**src/rtl/common_pkg.sv**
```systemverilog
// Shared types and constants for the instruction-fetch slice.
// Holds the word/instruction types, the fetch FSM state encoding,
// the boot address and the canonical nop used on faulting fetches.
package common;

  typedef logic [31:0] word_t;
  typedef logic [31:0] instr_t;

  typedef enum logic [1:0] {
    REQ   = 2'd0,
    WAIT  = 2'd1,
    DRAIN = 2'd2,
    HALT  = 2'd3
  } fetch_state_t;

  localparam word_t  BOOT_PC   = 32'h0000_1000;
  localparam instr_t NOP_INSTR = 32'h0000_0000;

  // Clear the byte-offset bits so every fetch address is word aligned.
  function automatic word_t align_word(input word_t a);
    return {a[31:2], 2'b00};
  endfunction

endpackage

```
**src/rtl/fetch_stage.sv**
```systemverilog
// Instruction fetch: owns the PC, issues one icache request at a time, hands instr+pc to decode.
// Latency: output valid on the same edge the icache response arrives; 2 cycles/instr with a 1-cycle icache.
// Backpressure: no new request while the output register is full and decode is not consuming it.
module fetch_stage
  import common::*;
#(
  parameter word_t BOOT_PC = common::BOOT_PC
) (
  input  logic   clk,
  input  logic   rst_n,
  output logic   ic_req_valid,
  output word_t  ic_req_addr,
  input  logic   ic_req_ready,
  input  logic   ic_resp_valid,
  input  instr_t ic_resp_instr,
  input  logic   ic_resp_fault,
  input  logic   redirect_valid,
  input  word_t  redirect_pc,
  output logic   out_valid,
  input  logic   out_ready,
  output instr_t out_instr,
  output word_t  out_pc,
  output logic   out_fault
);

  fetch_state_t r_state;
  word_t        r_pc;
  logic         r_out_valid;
  instr_t       r_out_instr;
  word_t        r_out_pc;
  logic         r_out_fault;

  logic w_out_free;
  logic w_req_fire;
  logic w_load;

  // The output slot can take new data if empty or being drained this cycle.
  assign w_out_free   = !r_out_valid || out_ready;
  // Gated by rst_n so nothing is requested while the block is held in reset.
  assign ic_req_valid = rst_n && (r_state == REQ) && w_out_free && !redirect_valid;
  assign ic_req_addr  = r_pc;
  assign w_req_fire   = ic_req_valid && ic_req_ready;
  // A response only lands in the output when it belongs to the live path.
  assign w_load       = (r_state == WAIT) && ic_resp_valid && !redirect_valid;

  assign out_valid = r_out_valid;
  assign out_instr = r_out_instr;
  assign out_pc    = r_out_pc;
  assign out_fault = r_out_fault;

  // Fetch FSM and program counter; a redirect overrides everything else.
  always_ff @(posedge clk or negedge rst_n) begin
    if (!rst_n) begin
      r_state <= REQ;
      r_pc    <= BOOT_PC;
    end else if (redirect_valid) begin
      r_pc <= align_word(redirect_pc);
      // A request still in flight must be drained unless its response is arriving now.
      if (((r_state == WAIT) || (r_state == DRAIN)) && !ic_resp_valid) begin
        r_state <= DRAIN;
      end else begin
        r_state <= REQ;
      end
    end else begin
      unique case (r_state)
        REQ: begin
          if (w_req_fire) begin
            r_state <= WAIT;
          end
        end
        WAIT: begin
          if (ic_resp_valid) begin
            if (ic_resp_fault) begin
              // PC stays on the faulting address; only a redirect restarts fetch.
              r_state <= HALT;
            end else begin
              r_pc    <= r_pc + 32'd4;
              r_state <= REQ;
            end
          end
        end
        DRAIN: begin
          if (ic_resp_valid) begin
            r_state <= REQ;
          end
        end
        HALT: begin
          r_state <= HALT;
        end
        default: begin
          r_state <= REQ;
        end
      endcase
    end
  end

  // Single-entry output register towards decode.
  always_ff @(posedge clk or negedge rst_n) begin
    if (!rst_n) begin
      r_out_valid <= 1'b0;
      r_out_instr <= NOP_INSTR;
      r_out_pc    <= '0;
      r_out_fault <= 1'b0;
    end else if (redirect_valid) begin
      r_out_valid <= 1'b0;
    end else if (w_load) begin
      r_out_valid <= 1'b1;
      r_out_instr <= ic_resp_fault ? NOP_INSTR : ic_resp_instr;
      r_out_pc    <= r_pc;
      r_out_fault <= ic_resp_fault;
    end else if (out_ready) begin
      r_out_valid <= 1'b0;
    end
  end

endmodule
```
**config.mk**
```make
export PLATFORM = sky130hd
export DESIGN_NAME = fetch_stage
export DESIGN_NICKNAME = d
export VERILOG_FILES = /design/src/rtl/common_pkg.sv /design/src/rtl/fetch_stage.sv
export SDC_FILE = /design/constraint.sdc
export NUM_CORES = 1
export LEC_CHECK = 0
export CAP_MARGIN = 10
export CORE_MARGIN = 5
export CORE_UTILIZATION = 35
export DETAILED_ROUTE_END_ITERATION = 8
export PLACE_DENSITY = 0.69
export RECOVER_POWER = 25
export SYNTH_ARGS = -nofsm -noshare
export SYNTH_HDL_FRONTEND = slang
export SYNTH_SLANG_ARGS = --single-unit
```
**constraint.sdc**
```tcl
create_clock -name clk -period 2.8 [get_ports clk]
set_input_delay 0.56 -clock clk [delete_from_list [all_inputs] [get_ports clk]]
set_output_delay 0.56 -clock clk [all_outputs]
set_load 0.02 [all_outputs]
```
==> run_results.csv <==
group,metric,value,unit
run_status,status,"finished clean",
clock_tree,clock_path_buffers,2,
sta,clock.fmax,400,MHz
synth,ys_seq_area_share,52.6,%
layout,diodes,0,
sta,clock_skew,6.24,ps
global_routing,grt_util_met2,26.3,%
sta,fin_crit_sh,89.3,%
sta,drv_slew,0,
detailed_routing,route.detailed.drc,0,
die,die-height,124,µm
synth,yosys-top-cells-area,"dfrtp_1 52%, mux2_2 6.9%, o21ai_0 5.5%",
worst_setup_path,path_delay_family,"buffers and inverters",
sta,final-hold-violation-count,0,
synth,syn-mean-instance-area,10.1,µm²
worst_setup_path,critical_path_buf_inv_count,2,
worst_setup_path,cp.required,2240,ps
clock_tree,h-tree-depth,3,
sta,fin_tns_setup,0,ps
pwr,p_leak,2.72,nW
placed_design,dp.cells,765,
sta,rsz0062_at_grt,"no",
global_routing,grt_max_degree,59,
worst_setup_path,cp_slowest_cell,"clkdlybuf4s50_1",
worst_setup_path,crit_arrival,1940,ps
detailed_routing,via_per_inst,5.02,
detailed_routing,drtIter0Drc,241,
worst_setup_path,timing.rr.start,"r_state[1]",
synth,synthDistinctLibCells,42,
clock_tree,postCtsResizedCells,0,
placed_design,gp_congestion,0.808,
layout,fillers,1163,
sta,period_needed,2500,ps
synth,netlist_area,4570,µm²
global_routing,grt_use_met3,5.06,%
global_routing,antenna_found_initial,0,
global_routing,grt_pass1_wl,20900,µm
worst_setup_path,critPathLaunch,"out_ready",
pwr,powerDensity,871,nW/µm²
synth,synth_seq_cells,96,
layout,final_nets,680,
synth,netlist_instances,451,
sta,setup_viol,0,
die,start_util,35.9,%
worst_setup_path,worstSetupPathType,"primary input to output port",
worst_setup_path,path_cells,"clkdlybuf4s50_1 -> nand2b_1 -> and4_1 -> clkdlybuf4s50_1",
sta,tightest_slew,1410,ps
clock_tree,clkTransAtPathRegs,60,ps
clock_tree,clock-root-buffer,"clkbuf_16",
clock_tree,cts_tree,"yes",
run,drv_cap,0,
die,die_w,124,µm
pwr,ir_drop,529,µV
detailed_routing,wl_per_cell,16.3,µm
clock_tree,clk-insertion-delay-late,340,ps
detailed_routing,ant_nets,0,
detailed_routing,totalWireLength,12700,µm
synth,ys_warn_count,0,
worst_setup_path,critPathLaunchType,"primary input",
clock_tree,cts.sinks,96,
layout,final_common_cell,"clkdlybuf4s50_1",
layout,multiInputGateArea,1960,µm²
layout,drive_gt1_share,10.0,%
die,core_area,12700,µm²
clock_tree,numCtsBuffers,9,
worst_setup_path,end_kind,"output port",
sta,slew_headroom,5.81,%
clock_tree,cts_hold_buf,0,
die,die_area,15400,µm²
global_routing,grt_overflow,0,
layout,final_cells,781,
placed_design,dp_hpwl,9210,µm
clock_tree,cts_setup_buffers,0,
worst_setup_path,path_max_fanout,3,
global_routing,grt_busiest_layer,"met2",
worst_setup_path,path_common_cell,"clkdlybuf4s50_1",
placed_design,port_buffers,163,
die,ios,170,
detailed_routing,vias,3922,
detailed_routing,drtPass1Iterations,4,
layout,seqCellArea,2400,µm²
synth,yosys.area.top_type,"dfrtp_1",
layout,layout_common_cells,"162 x clkdlybuf4s50_1, 95 x dfrtp_1, 61 x nand2_1, 50 x o21ai_0, 33 x nand2b_1",
synth,synth_top_area_share,52.1,%
global_routing,grt_pass1_vias,3971,
global_routing,use_met1,20.8,%
worst_hold_path,worstHoldPathType,"primary input to async pin",
worst_setup_path,slowest_delay,620,ps
global_routing,grt_usage,16.4,%
die,rows,41,
layout,syn2layout_area_growth,45.2,%
==> Yosys cell counts (all sizes together) <==
library cell	n
nand4	9
mux2i	1
xor2	6
o31ai	12
ha	5
o211ai	4
a311o	2
a31oi	14
or4	16
and2	4
nand3	20
mux2	28
inv	8
nor4	1
and4	4
and4b	1
dfstp	1
and3b	1
nor2	19
a21oi	3
o21ai	50
nand2	61
nor3	1
a21o	1
nand3b	1
a41oi	1
clkbuf	21
buf	16
or3	1
xnor2	4
and3	5
dfrtp	95
conb	1
o311a	1
nand2b	33
==> where the power goes <==
part           leakage (nW)  switching [W]  internal [W]  total, W
Combinational          1.38        0.00118       0.00119   0.00237
Sequential             1.20       0.000288       0.00186   0.00215
Clock                 0.145       0.000531      0.000716   0.00125
Total                  2.72        0.00200       0.00377   0.00577
==> per-stage QoR <==
step                      total power, W  area [µm²]  setup WS [ps]  util (%)  hold slack (ps)
final                            0.00577        6630            300      52.1              324
after CTS                        0.00584        6640            286      52.2              294
after detailed placement         0.00458        6340            283      49.8              470
after global placement           0.00451        6340            277      49.8              461
after floorplan                  0.00330        4580            824         -              264
after global routing             0.00610        6630            227      52.1              391
==> cell families after synthesis <==
logic type | after synthesis | share of synthesized area, %
and+or+nand+nor | 177 | 20.6
DFF | 96 | 52.6
AOI/OAI and AO/OA | 88 | 11.4
buffers and inverters | 45 | 4.88
muxes | 29 | 7.13
xor gates and xnor gates | 10 | 1.92
adders and majority gates | 5 | 1.37
other | 1 | 0.0821
==> registers in the layout, indices dropped and copies added (netlist names) <==
| signal | count |
|---|---|
| ic_req_addr | 30 |
| out_fault | 1 |
| out_instr | 32 |
| out_pc | 30 |
| out_valid | 1 |
| r_state | 2 |
==> path summary, 6_finish.rpt <==
path | to | slack [ps] | depth (start not counted)
setup / recovery | ic_req_valid | 300 | 4
hold / removal | r_state[1] | 320 | 2
setup reg to reg | ic_req_addr[22] | 510 | 6
hold reg to reg | out_instr[3] | 480 | 2
max in group asynchronous | out_pc[28] | 730 | 3
min in group clk | out_instr[3] | 480 | 2
==> routing by layer <==
| metal | up-vias | part of all wire, % |
|---|---|---|
| li1 | 1877 | - |
| met4 | 0 | 2.1 |
| met5 | - | 0 |
| met3 | 18 | 6.4 |
| met1 | 1906 | 44 |
| met2 | 121 | 47 |
==> cell type report <==
cell class / instances / area share (%)
Tap cell: 172 / 3.25
Inverter: 8 / 0.453
Clock inverter: 5 / 0.850
Timing Repair Buffer: 176 / 25.9
Multi-Input combinational cell: 313 / 29.6
Clock buffer: 11 / 3.66
Sequential cell: 96 / 36.3
Note: power is estimated with default switching activity, not from simulation.
==> RTL change 1, RTL diff (config.mk and constraints unchanged) <==
Re-encode `fetch_state_t` (4 states) as Gray code, 2 bits wide.
--- a/src/rtl/common_pkg.sv
+++ b/src/rtl/common_pkg.sv
@@ -9,6 +9,6 @@
   typedef enum logic [1:0] {
-    REQ   = 2'd0,
-    WAIT  = 2'd1,
-    DRAIN = 2'd2,
-    HALT  = 2'd3
+    REQ   = 2'b00,
+    WAIT  = 2'b01,
+    DRAIN = 2'b11,
+    HALT  = 2'b10
   } fetch_state_t;
Function: no difference found for any inputs over 4 cycles, from zero or initial values and one cycle with rst_n low; so few cycles prove little.
==> RTL change 1 against the original RTL <==
Routed wire length down 3.9%; critical path type unchanged; power down 5.2%; combinational power down 11%; sequential cell count unchanged; design area down 1.3%; highest routed layer unchanged; maximum frequency down 4.5%; utilization up 0.15 points; largest power group unchanged; setup slack worse by 0.12 ns; area after synthesis down 2.7%.
==> RTL change 1: results (changes against the original RTL) <==
Yosys
  • Library cells used by synthesis: 44 (+4.8%)
  • Register area share after synthesis: 54.1% (+1.5 points)
  • Post-synth EDFFs: 0 (unchanged)
  • Yosys warns: 0 (unchanged)
  • Synth cell count leaders: dfrtp_1 (95), nand2_1 (68), o21ai_0 (51)
  • Area contributors post-synth: dfrtp_1 (54%), mux2_2 (6.3%), o21ai_0 (5.7%)
  • Top_reg_cell synth: dfrtp_1
  • Mapped Cells: 436 (-3.3%)
  • Asr flop ratio synth: 100% (unchanged)

Clock network
  • Max Root-Sink Buffers: 2 (unchanged)
  • H-tree depth reported by CTS: 3 (unchanged)
  • CTS Root Cell: clkbuf_16
  • Clk slew on worst S/H paths: around 0.07 ns
  • Clock Latency Late Sink: 0.34 ns (about the same)
  • CTS resizes: 0 (unchanged)
  • Post-CTS setup buffers: 0 (unchanged)
  • TritonCTS buffer count: 9 (unchanged)

Placement
  • Post-DP HPWL: 8790 um (-4.5%)
  • GPL Wtd Cong: 0.787 (-2.5%)
  • DP Worst Slack: 0.0192 ns (-0.264 ns)
  • Placed cells: 756 (-1.2%)
  • Port Buf Inserts: 163 (unchanged)

Drt
  • DR pass1 iterations: 5 (+1)
  • DRC errors left: 0 (unchanged)
  • Wl on met1: 5310 um (-5.8%)
  • Vias: 3785 (-3.5%)
  • DR WL met3: 838 um (+3.2%)
  • Final WL: 12200 um (-3.9%)
  • Vias per cell: 4.90 (-2.4%)
  • Top Metal Used: met4
  • Drt initial violations: 192 (-20%)
  • DR WL met2: 5820 um (-2.7%)

Final layout
  • Largest register FFs: 32 (unchanged)
  • Layout cells sized above 1: 9.83% (-0.18 points)
  • Diode count: 0 (unchanged)
  • Final #Nets: 667 (-1.9%)

Power
  • VDD IR max: 0.387 mV (-27%)
  • Leak Pwr: 2.66 nW (-2.4%)

Setup path
  • Crit path arrival time: 2.06 ns (+0.12 ns)
  • CP Max Fanout: 4 (+1)

Status
  • Outcome: finished, final reports clean

Global routing
  • First-pass GRT wire length: 19900 um (-4.5%)
  • Initial antenna violation count: 0 (unchanged)
  • Largest net degree at the start of global routing: 102 (+73%)
  • GRT Overall Usage: 16.8% (+0.33 points)
  • Vias in the first global route: 3870 (-2.5%)

Timing
  • Worst Max-Slew Pin Slew: 1.45 ns (+0.0353 ns)
  • Clk_skew: 0.0112 ns (+0.00493 ns)

Min path
  • Hold Path Class: in -> async
==> RTL change 1: final timing paths <==
| check | from | endpoint | slack [ns] | cells after the start |
|---|---|---|---|---|
| setup / recovery | redirect_valid | ic_req_valid | 0.18 | 4 |
| hold / removal | rst_n | out_pc[27] | 0.43 | 2 |
| setup reg to reg | ic_req_addr[12] | ic_req_addr[30] | 0.36 | 4 |
| hold reg to reg | out_instr[4] | out_instr[4] | 0.48 | 2 |
| max in group asynchronous | rst_n | out_instr[9] | 0.57 | 3 |
| min in group clk | out_instr[4] | out_instr[4] | 0.48 | 2 |
==> RTL change 1: logic make-up after synthesis <==
kind of cell,after synthesis,synth area share [%]
other,1,0.0844
xor gates and xnor gates,9,1.77
muxes,26,6.56
and+or+nand+nor,175,21.0
buffers and inverters,39,4.23
adders and majority gates,1,0.282
DFF,96,54.1
AOI/OAI and AO/OA,89,11.9
==> RTL change 1: layout make-up <==
class | instances | area, um2
Clock inverter | 2 | 37.5
Clock buffer | 14 | 264
Multi-Input combinational cell | 304 | 1870
Timing Repair Buffer | 177 | 1720
Sequential cell | 96 | 2400
Fill cell | 1180 | 5980
Inverter | 7 | 26.3
Tap cell | 172 | 215
==> RTL change 1: worst max-delay path, cell delays in order <==
cell and delay (ns):
clkdlybuf4s50_1 0.48, nor3_1 0.19, and3_1 0.20, clkdlybuf4s50_1 0.63
==> RTL change 1: stage by stage <==
step | util [%] | hold slack, ns | power, mW | instance area [um2]
after global placement | 49.9 | 0.462 | 4.21 | 6250
after detailed placement | 49.9 | 0.471 | 4.27 | 6250
final | 52.2 | 0.433 | 5.47 | 6540
after CTS | 52.3 | 0.327 | 5.55 | 6550
after global routing | 52.2 | 0.501 | 5.79 | 6540
after floorplan | - | 0.264 | 3.09 | 4450
==> RTL change 1: where the power goes <==
group	internal (mW)	leakage (nW)	switching, mW
Combinational	1.08	1.32	1.03
Clock	0.743	0.143	0.514
Sequential	1.83	1.20	0.272
Total	3.65	2.66	1.82
==> RTL change 1: layer usage <==
metal,GRT usage [%],up-vias
met3,4.42,19
met2,27.5,139
li1,-,1849
met5,0,-
met4,6.44,0
met1,21.2,1778
==> RTL change 2, RTL diff (same flow settings) <==
Made on the original files. Reset style: synchronous (`rst_n`), changed in 2 clocked blocks.
--- a/src/rtl/fetch_stage.sv
+++ b/src/rtl/fetch_stage.sv
@@ -51,3 +51,3 @@
   // Fetch FSM and program counter; a redirect overrides everything else.
-  always_ff @(posedge clk or negedge rst_n) begin
+  always_ff @(posedge clk) begin
     if (!rst_n) begin
@@ -97,3 +97,3 @@
   // Single-entry output register towards decode.
-  always_ff @(posedge clk or negedge rst_n) begin
+  always_ff @(posedge clk) begin
     if (!rst_n) begin
Check against the original RTL: differs if rst_n is asserted again (counterexample within 4 cycles, from zero or initial values and one cycle with rst_n low); with rst_n held inactive, the same outputs for 4 cycles.
==> RTL change 2 against the original RTL <==
The run now ends with capacitance limit, slew limit left; area after synthesis fell by 0.60%; routed wire length rose by 11%; utilization rose by 0.40 points; sequential cell count did not move; setup slack improved by 0.021 ns; clock skew fell by 0.0019 ns; design area rose by 0.36%.
Power is not compared: it rests on default switching activity, and its combinational part moved more than twofold at a synthesized area within 25%.
==> RTL change 2: results (changes against the original RTL) <==
Status
  • Outcome: finished, violations left
  • Failing checks: capacitance limit, slew limit

Final layout
  • Fraction of area in multi-input gates: 36.1% (+6.5 points)
  • Non-Filler Instances: 871 (+12%)
  • Register area: 1920 um2 (-20%)
  • Area fraction of clock buffers and clock inverters: 4.85% (+0.34 points)
  • Non-CTS inverters: 9 (+1)
  • Buffering overhead: 26.4% (+0.53 points)
  • Layout cells sized above 1: 5.29% (-4.7 points)
  • Non-clock buffers: 178 (+1.1%)
  • Seq/total area: 28.9% (-7.4 points)
  • Diode count: 0 (unchanged)
  • Number of fill cells: 1203 (+3.4%)
  • Final #Nets: 770 (+13%)
  • Multi-input gate count: 400 (+28%)
  • Num sequential: 96 (unchanged)
  • Largest register FFs: 32 (unchanged)

Setup path
  • Critical Path Max Stage Delay: 0.60 ns (-0.02 ns)
  • Crit path arrival time: 1.92 ns (-0.02 ns)
  • CP Max Fanout: 2 (-1)
  • Worst-path cell with the longest stage delay: clkdlybuf4s50_1

Placement
  • Post-DP HPWL: 10200 um (+10%)
  • GPL Wtd Cong: 0.840 (+4.0%)
  • Placed Area: 6340 um2 (about the same)
  • DP Worst Slack: 0.219 ns (-0.0639 ns)
  • Placed cells: 855 (+12%)

Drt
  • Final WL: 14200 um (+11%)
  • Drt initial violations: 286 (+19%)
  • Vias per cell: 5.20 (+3.6%)
  • DR pass1 iterations: 5 (+1)

Global routing
  • Initial antenna violation count: 0 (unchanged)
  • Vias in the first global route: 4369 (+10%)
  • First-pass GRT wire length: 22300 um (+6.6%)
  • GRT Overall Usage: 18.4% (+1.9 points)
  • Largest net degree at the start of global routing: 96 (+63%)

Clock network
  • CTS resizes: 0 (unchanged)
  • H-tree depth reported by CTS: 3 (unchanged)
  • Max Root-Sink Buffers: 2 (unchanged)
  • Clock Latency Late Sink: 0.34 ns (about the same)

Yosys
  • Mapped Cells: 549 (+22%)
  • Top_reg_cell synth: dfxtp_1
  • Register area share after synthesis: 42.3% (-10 points)
  • Synth cell count leaders: nand2_1 (114), dfxtp_1 (96), a21boi_0 (62)
  • Asr flop ratio synth: 0% (-100 points)
  • Yosys warns: 0 (unchanged)
  • Library cells used by synthesis: 40 (-4.8%)
  • Area contributors post-synth: dfxtp_1 (42%), a21boi_0 (10%), nand2_1 (9.4%)

Timing
  • Slew margin rel.: -5.08% (-11 points)
  • Clk_skew: 0.00438 ns (-0.00186 ns)
  • Final Max Tran Viols: 96 (+96)

Flow run
  • Max-cap viol count: 1 (+1)

Power
  • Share of power burned in registers: 45.9%
  • P_clk: about 1.3 mW

Min path
  • Hold Path Class: reg -> reg
-- RTL change 2: cells by family (layout without fill, tap and decap cells) --
family                     after synthesis  after routing  share of synthesized area [%]
and+or+nand+nor                        239            239                           28.0
AOI/OAI and AO/OA                      143            143                           21.3
buffers and inverters                   56            203                           5.13
other                                    1              4                         0.0826
DFF                                     96             96                           42.3
xor gates and xnor gates                 9              9                           1.74
adders and majority gates                5              5                           1.38
-- RTL change 2: final timing paths --
kind	start	end	slack, ns	cells past startpoint
worst min-delay path	out_pc[27]	out_pc[27]	0.46	2
worst max register to register	ic_req_addr[3]	ic_req_addr[20]	0.54	5
worst min register to register	out_pc[27]	out_pc[27]	0.46	2
worst max-delay path	redirect_valid	ic_req_valid	0.32	4
-- RTL change 2: per-layer routing --
metal	up-vias	share of wire [%]	global-route usage, %	wire length (um)
met2	183	47	29.1	6610
met3	15	6.5	3.54	917
met4	0	1.7	6.37	236
met5	-	0	0	0
li1	2229	-	-	-
met1	2106	45	25.0	6400
